[src/rtl/pi_pkg.sv]
// Shared constants, FSM encoding and sign-magnitude helpers for the PI sweep scheduler.
package pi_pkg;

  localparam int unsigned N_WIDTH   = 17;
  localparam int unsigned Q_WIDTH   = 8;
  localparam int unsigned ACC_WIDTH = 32;
  localparam int unsigned ACC_Q     = 15;
  localparam int unsigned SAT_HI    = 250;
  localparam int unsigned SAT_LO    = 5;

  localparam logic [N_WIDTH-1:0] K_P_DEFAULT = 17'h00014;
  localparam logic [N_WIDTH-1:0] K_I_DEFAULT = 17'h00014;

  typedef enum logic [2:0] {
    StIdle, StLoad, StMulP, StMulI, StAcc, StSat, StWrite, StDone
  } pi_state_e;

  typedef logic [N_WIDTH-1:0]   sm_word_t;
  typedef logic [ACC_WIDTH-1:0] sm_acc_t;

  // a - b as sign-magnitude; the sign is set only when b > a, so zero is always +0.
  function automatic sm_word_t sm_diff(input logic [N_WIDTH-2:0] a, input logic [N_WIDTH-2:0] b);
    return (b > a) ? {1'b1, b - a} : {1'b0, a - b};
  endfunction

  // Q8 word -> Q15 accumulator word, magnitude left-aligned to the new binary point.
  function automatic sm_acc_t sm_widen(input sm_word_t w);
    return {w[N_WIDTH-1], {(ACC_WIDTH - N_WIDTH - (ACC_Q - Q_WIDTH)){1'b0}},
            w[N_WIDTH-2:0], {(ACC_Q - Q_WIDTH){1'b0}}};
  endfunction

endpackage

[src/rtl/pi_state_bank.sv]
// Per-channel PI history (e_k1, u_k1): one combinational read port, one write port.
module pi_state_bank
  import pi_pkg::*;
#(
  parameter int unsigned NCH = 4,
  parameter int unsigned ChW = 2
) (
  input  logic           clk_i,
  input  logic           reset_i,
  input  logic [ChW-1:0] rd_ch_i,
  output sm_word_t       e_k1_o,
  output sm_word_t       u_k1_o,
  input  logic           we_i,
  input  logic [ChW-1:0] wr_ch_i,
  input  sm_word_t       e_i,
  input  sm_word_t       u_i
);
  sm_word_t e_q [NCH];
  sm_word_t u_q [NCH];

  always_ff @(posedge clk_i) begin
    if (reset_i) begin
      for (int c = 0; c < int'(NCH); c++) begin
        e_q[c] <= '0;
        u_q[c] <= '0;
      end
    end else if (we_i) begin
      e_q[wr_ch_i] <= e_i;
      u_q[wr_ch_i] <= u_i;
    end
  end

  assign e_k1_o = e_q[rd_ch_i];
  assign u_k1_o = u_q[rd_ch_i];

endmodule

[src/rtl/qadd.sv]
// Sign-magnitude adder; the magnitude saturates on carry-out and a zero result is +0.
module qadd #(
  parameter int unsigned N = 32
) (
  input  logic [N-1:0] a_i,
  input  logic [N-1:0] b_i,
  output logic [N-1:0] sum_o
);
  logic [N-1:0] wide;
  logic [N-2:0] mag;
  logic         sign;

  always_comb begin
    wide = '0;
    sign = a_i[N-1];
    if (a_i[N-1] == b_i[N-1]) begin
      wide = {1'b0, a_i[N-2:0]} + {1'b0, b_i[N-2:0]};
    end else if (a_i[N-2:0] >= b_i[N-2:0]) begin
      wide = {1'b0, a_i[N-2:0] - b_i[N-2:0]};
    end else begin
      wide = {1'b0, b_i[N-2:0] - a_i[N-2:0]};
      sign = b_i[N-1];
    end
    mag   = wide[N-1] ? '1 : wide[N-2:0];
    sum_o = {sign && (mag != '0), mag};
  end

endmodule

[src/rtl/qmult.sv]
// Sign-magnitude fixed-point multiplier with Q fractional bits; saturates the magnitude.
module qmult #(
  parameter int unsigned N = 17,
  parameter int unsigned Q = 8
) (
  input  logic [N-1:0] a_i,
  input  logic [N-1:0] b_i,
  output logic [N-1:0] result_o
);
  localparam int unsigned MW = N - 1;

  logic [2*MW-1:0] prod;
  logic [2*MW-1:0] scaled;
  logic [MW-1:0]   mag;

  always_comb begin
    prod     = {{MW{1'b0}}, a_i[MW-1:0]} * {{MW{1'b0}}, b_i[MW-1:0]};
    scaled   = prod >> Q;
    mag      = (|scaled[2*MW-1:MW]) ? '1 : scaled[MW-1:0];
    result_o = {(a_i[N-1] ^ b_i[N-1]) && (mag != '0), mag};
  end

endmodule

[src/rtl/pi_sweep_scheduler.sv]
// Time-multiplexed PI controller: one shared qmult swept over NCH motor channels per tick.
module pi_sweep_scheduler
  import pi_pkg::*;
#(
  parameter int unsigned        NCH = 4,
  parameter logic [N_WIDTH-1:0] K_P = K_P_DEFAULT,
  parameter logic [N_WIDTH-1:0] K_I = K_I_DEFAULT
) (
  input  logic                       clk_i,
  input  logic                       reset_i,
  input  logic                       sample_tick_i,
  input  logic [NCH-1:0]             ch_enable_i,
  input  logic [NCH*(N_WIDTH-1)-1:0] setpoint_bus_i,
  input  logic [NCH*(N_WIDTH-1)-1:0] measured_bus_i,
  input  logic                       clear_overrun_i,
  output logic [NCH*8-1:0]           pwm_bus_o,
  output logic                       busy_o,
  output logic                       sweep_done_o,
  output logic                       overrun_o
);
  localparam int unsigned MagW = N_WIDTH - 1;
  localparam int unsigned ChW  = (NCH > 1) ? $clog2(NCH) : 1;
  localparam int unsigned IntW = ACC_WIDTH - 1 - ACC_Q;

  pi_state_e state_q, state_d;
  logic [ChW-1:0] ch_q, ch_d;

  logic                   en_q, overrun_q;
  sm_word_t               e_q, p_q, i_q, u_sat_q, u_sat_d;
  sm_acc_t                u_q, sum_pu, sum_acc;
  logic [7:0]             pwm_val_q, pwm_val_d;
  logic [NCH-1:0][7:0]    pwm_q;
  logic [MagW-1:0]        sp, meas;
  logic [IntW-1:0]        int_part;
  logic [MagW-1:0]        u_mag_q8;
  sm_word_t               mul_a, mul_b, prod, e_k1, u_k1;

  assign busy_o       = (state_q != StIdle);
  assign sweep_done_o = (state_q == StDone);
  assign overrun_o    = overrun_q;
  assign pwm_bus_o    = pwm_q;

  assign sp   = setpoint_bus_i[ch_q*MagW +: MagW];
  assign meas = measured_bus_i[ch_q*MagW +: MagW];

  always_comb begin
    state_d = state_q;
    ch_d    = ch_q;
    unique case (state_q)
      StIdle: begin
        if (sample_tick_i) begin
          state_d = StLoad;
          ch_d    = '0;
        end
      end
      StLoad:  state_d = StMulP;
      StMulP:  state_d = StMulI;
      StMulI:  state_d = StAcc;
      StAcc:   state_d = StSat;
      StSat:   state_d = StWrite;
      StWrite: begin
        if (ch_q == ChW'(NCH - 1)) begin
          state_d = StDone;
        end else begin
          state_d = StLoad;
          ch_d    = ch_q + ChW'(1);
        end
      end
      StDone:  state_d = StIdle;
      default: state_d = StIdle;
    endcase
  end

  // The single multiplier serves K_P*e in MUL_P and K_I*e_k1 in MUL_I.
  assign mul_a = (state_q == StMulI) ? K_I : K_P;
  assign mul_b = (state_q == StMulI) ? e_k1 : e_q;

  qmult #(.N(N_WIDTH), .Q(Q_WIDTH)) u_qmult (
    .a_i      (mul_a),
    .b_i      (mul_b),
    .result_o (prod)
  );

  qadd #(.N(ACC_WIDTH)) u_qadd_pu (
    .a_i   (sm_widen(u_k1)),
    .b_i   (sm_widen(p_q)),
    .sum_o (sum_pu)
  );

  qadd #(.N(ACC_WIDTH)) u_qadd_i (
    .a_i   (sum_pu),
    .b_i   (sm_widen(i_q)),
    .sum_o (sum_acc)
  );

  pi_state_bank #(.NCH(NCH), .ChW(ChW)) u_bank (
    .clk_i   (clk_i),
    .reset_i (reset_i),
    .rd_ch_i (ch_q),
    .e_k1_o  (e_k1),
    .u_k1_o  (u_k1),
    .we_i    (state_q == StWrite),
    .wr_ch_i (ch_q),
    .e_i     (en_q ? e_q : '0),
    .u_i     (en_q ? u_sat_q : '0)
  );

  // Clamping the stored u to SAT_HI.0 / +0 is the anti-windup.
  always_comb begin
    int_part  = IntW'(u_q[ACC_WIDTH-2:0] >> ACC_Q);
    u_mag_q8  = MagW'(u_q[ACC_WIDTH-2:0] >> (ACC_Q - Q_WIDTH));
    pwm_val_d = int_part[7:0];
    u_sat_d   = {u_q[ACC_WIDTH-1], u_mag_q8};
    if (u_q[ACC_WIDTH-1] || (int_part <= IntW'(SAT_LO))) begin
      pwm_val_d = 8'd0;
      u_sat_d   = '0;
    end else if (int_part >= IntW'(SAT_HI)) begin
      pwm_val_d = 8'hFF;
      u_sat_d   = {1'b0, MagW'(SAT_HI << Q_WIDTH)};
    end
  end

  always_ff @(posedge clk_i) begin
    if (reset_i) begin
      state_q   <= StIdle;
      ch_q      <= '0;
      en_q      <= 1'b0;
      e_q       <= '0;
      p_q       <= '0;
      i_q       <= '0;
      u_q       <= '0;
      pwm_val_q <= '0;
      u_sat_q   <= '0;
      pwm_q     <= '0;
      overrun_q <= 1'b0;
    end else begin
      state_q <= state_d;
      ch_q    <= ch_d;
      if (state_q == StLoad) begin
        en_q <= ch_enable_i[ch_q];
        e_q  <= sm_diff(sp, meas);
      end
      if (state_q == StMulP) p_q <= prod;
      if (state_q == StMulI) i_q <= prod;
      if (state_q == StAcc)  u_q <= sum_acc;
      if (state_q == StSat) begin
        pwm_val_q <= pwm_val_d;
        u_sat_q   <= u_sat_d;
      end
      if (state_q == StWrite) pwm_q[ch_q] <= en_q ? pwm_val_q : 8'd0;
      if (sample_tick_i && busy_o) begin
        overrun_q <= 1'b1;
      end else if (clear_overrun_i) begin
        overrun_q <= 1'b0;
      end
    end
  end

endmodule
[config.mk]
export PLATFORM = sky130hd
export DESIGN_NAME = pi_sweep_scheduler
export DESIGN_NICKNAME = d
export VERILOG_FILES = /design/src/rtl/pi_pkg.sv /design/src/rtl/pi_state_bank.sv /design/src/rtl/qadd.sv /design/src/rtl/qmult.sv /design/src/rtl/pi_sweep_scheduler.sv
export SDC_FILE = /design/constraint.sdc
export NUM_CORES = 1
export LEC_CHECK = 0
export CAP_MARGIN = 10
export CORE_AREA = 8 8 239 241
export CTS_BUF_LIST = sky130_fd_sc_hd__clkbuf_16
export DETAILED_ROUTE_END_ITERATION = 16
export DIE_AREA = 0 0 247 249
export PLACE_DENSITY = 0.58
export SLEW_MARGIN = 20
export SYNTH_ARGS = -nofsm -noshare
export SYNTH_HDL_FRONTEND = slang
export SYNTH_SLANG_ARGS = --single-unit
[constraint.sdc]
create_clock -name clk_i -period 7.1 [get_ports clk_i]
set_input_delay 1.42 -clock clk_i [delete_from_list [all_inputs] [get_ports clk_i]]
set_output_delay 1.42 -clock clk_i [all_outputs]
set_load 0.03 [all_outputs]
==> results.md <==
* Dpl ws at 0.255 ns
* Max IR drop VDD at 0.162 mV
* First drt pass iteration count at 5
* Via count at 16,400
* N_diodes at 0
* Yosys top cell by area: edfxtp_1
* Clk_lat worst skew at 0.54 ns
* CP required at 7.56 ns
* I/O pin total at 171
* Critical-path maximum fanout at 12
* Worst setup SP type: register
* Skew final at 0.0133 ns
* Crit Path Class: reg -> reg
* Ys Warns at 0
* Register area share after synthesis at 0.362
* CORE AREA at 53,300 µm²
* Ranking of synthesized cells by area: edfxtp_1, dfxtp_1, ha_1
* Max Cap Viol at 0
* DR WL/cell at 20.2 µm
* DRC errors left at 0
* Initial Util at 0.347
* Number of fill cells at 5,271
* Post-route minimum period at 6.69 ns
* Share of cells above drive strength 1 at 0.131
* Data arrival time of the critical path at 7.15 ns
* Total negative setup slack at 0 ns
* Most frequent cell after synthesis: nor2_1
* Reg area at 6690 µm²
* Final worst-path cycle share at 0.942
* Total Wirelength at 60,800 µm
* Clock Path Buffers at 3
* Dpl cells at 2,956
* Gp weighted congestion at 0.911
* Final worst setup slack at 0.414 ns
* Horiz. Die Dim at 247 µm
* Die extent in y at 249 µm
* Global route total overflow at 0
* Initial antenna violation count at 0
* Post-synth ARST share at 0
* # rows at 85
* Leak pwr at 0.00909 µW
* Status: completed
* Non-Filler Instances at 3,011
* Nature of the critical path endpoint: register
* Cts bufs inserted at 27
* PD cells at 188 nW/µm²
* H-tree depth at 1
* Final #Nets at 2,585
* DR iter-0 viols at 1,352
* Post-synth top area share at 0.221
* Multi-input logic area at 10,900 µm²
* Worst hold path depth at 2
* Vias in the first global route at 16,500
* First-pass GRT wire length at 94,100 µm
* Synthesized area at 18,500 µm²
* Ys flop type: edfxtp_1
* Slew of the pin with the lowest slew margin at 0.968 ns
* Worst reg2reg path depth at 26
* Final setup vio count at 0
* Die ar. at 61,500 µm²
* Clock root cell: clkbuf_16
* Hold Fails Final Rpt at 0
* Syn Inst Count at 2,070
* Hold Path Class: reg -> reg
* Antenna viol nets, final at 0
* Clk slew on worst S/H paths at 0.06 ns
* RSZ-0062 raised after global routing: no
* Layout area overhead at 22.7%
* GRT Total Usage at 0.191
* HPWL Detailed at 47,100 µm
* Largest net degree at the start of global routing at 62
* CTS tree: done
* IO buf count at 170
* Post-synth cell types at 87
* Seq cells post-synth at 266
* Sink Count at 266
* Synthesized Nets at 2,361
* Post-synth EDFFs at 136
* Syn avg cell area at 8.93 µm²
* Top cells by count, synth: nor2_1, nand2_1, a21oi_1
* Avg Vias per Cell at 5.46
* Max-slew violations at 0
* FMAX at 150 MHz
* Max-slew headroom at 0.353
## logic make-up after synthesis
kind of cell,synth area share
adder cells (fa/ha/maj),0.108
buffers and inverters,0.0562
flip-flops,0.362
AND/OR/NAND/NOR,0.188
XOR/XNOR,0.0156
AO/OA/AOI/OAI,0.174
multiplexers,0.0964
## per-stage QoR
step	util	hold WS [ns]	area, µm²	total power (µW)
2_1_floorplan	-	0.432	18500	2420
3_3_place_gp	0.407	0.445	21700	2890
3_5_place_dp	0.407	0.450	21700	2890
4_1_cts	0.424	0.464	22600	4280
5_1_grt	0.426	0.478	22700	4470
6_report	0.426	0.465	22700	4270
## worst max-delay path, stage by stage, from the launching register on
cell and delay [ns]:
dfxtp_2 0.35, buf_12 0.16, mux4_2 0.57, ha_1 0.36
and2_1 0.16, buf_4 0.17, nand3_1 0.18, a2111o_1 0.41
buf_4 0.18, a221oi_1 0.28, and3b_1 0.26, ha_1 0.36
inv_1 0.19, o21ai_0 0.12, buf_4 0.15, a21oi_1 0.20
nor4_1 0.11, or3_1 0.40, a31oi_1 0.25, a21oi_1 0.19
nor2_1 0.20, nand2_1 0.11, o21ai_0 0.28, o2bb2ai_1 0.15
o21ai_0 0.52, nor2_1 0.12, nor3_1 0.15
## layout make-up
cell class                      count  area share
Multi-Input combinational cell   1532       0.481
Sequential cell                   266       0.295
Timing Repair Buffer              309       0.122
Tap cell                          696      0.0384
Clock buffer                       28      0.0309
Inverter                          158      0.0261
Clock inverter                     22     0.00700
## final timing paths
kind	from	to	slack, ns
hold reg to reg	pwm_val_q[0]	pwm_val_q[0]	0.47
setup / recovery	register	u_q[9]	0.41
setup reg to reg	register	u_q[9]	0.41
hold / removal	pwm_val_q[0]	pwm_val_q[0]	0.47
## routing by layer
layer | vias up | share of wire | wire length, µm | GRT usage
li1 | 7867 | - | - | -
met1 | 8026 | 0.44 | 26600 | 0.248
met2 | 464 | 0.49 | 29600 | 0.331
met3 | 69 | 0.051 | 3100 | 0.0221
met4 | 0 | 0.025 | 1520 | 0.0530
met5 | - | 0 | 0 | 0
## sequential cells by signal (all words and copies together) (netlist names), named ones only
register    cells
u_sat_q        17
e_q            17
u_q            25
u_bank.u_q     68
i_q            14
en_q            1
u_bank.e_q     68
state_q         3
pwm_val_q       2
ch_q            2
pwm_bus_o      32
p_q            14
overrun_o       1
## cell usage in the layout, fill, tap and decap left out, drive strengths merged, types with 41 or more instances in the layout
cell / netlist / layout
nor2: 288 / 288
ha: 147 / 147
inv: 157 / 169
edfxtp: 136 / 136
o21ai: 61 / 61
nor3: 41 / 41
clkdlybuf4s50: 0 / 169
nand3: 45 / 45
nand2: 218 / 218
buf: 22 / 140
a21o: 42 / 42
a21oi: 184 / 184
mux4: 67 / 67
dfxtp: 130 / 130
## timing repair
item / CTS / global route
resized for setup: 0 / 19
buffers inserted: 0 / 5
hold buffers: 0 / 0
setup endpoints to repair: 0 / 18
## power breakdown
part	internal [µW]	switching [µW]
clock	788	596
sequential	1660	37.8
combinational	506	678
Note: power is estimated with default switching activity, not from simulation.
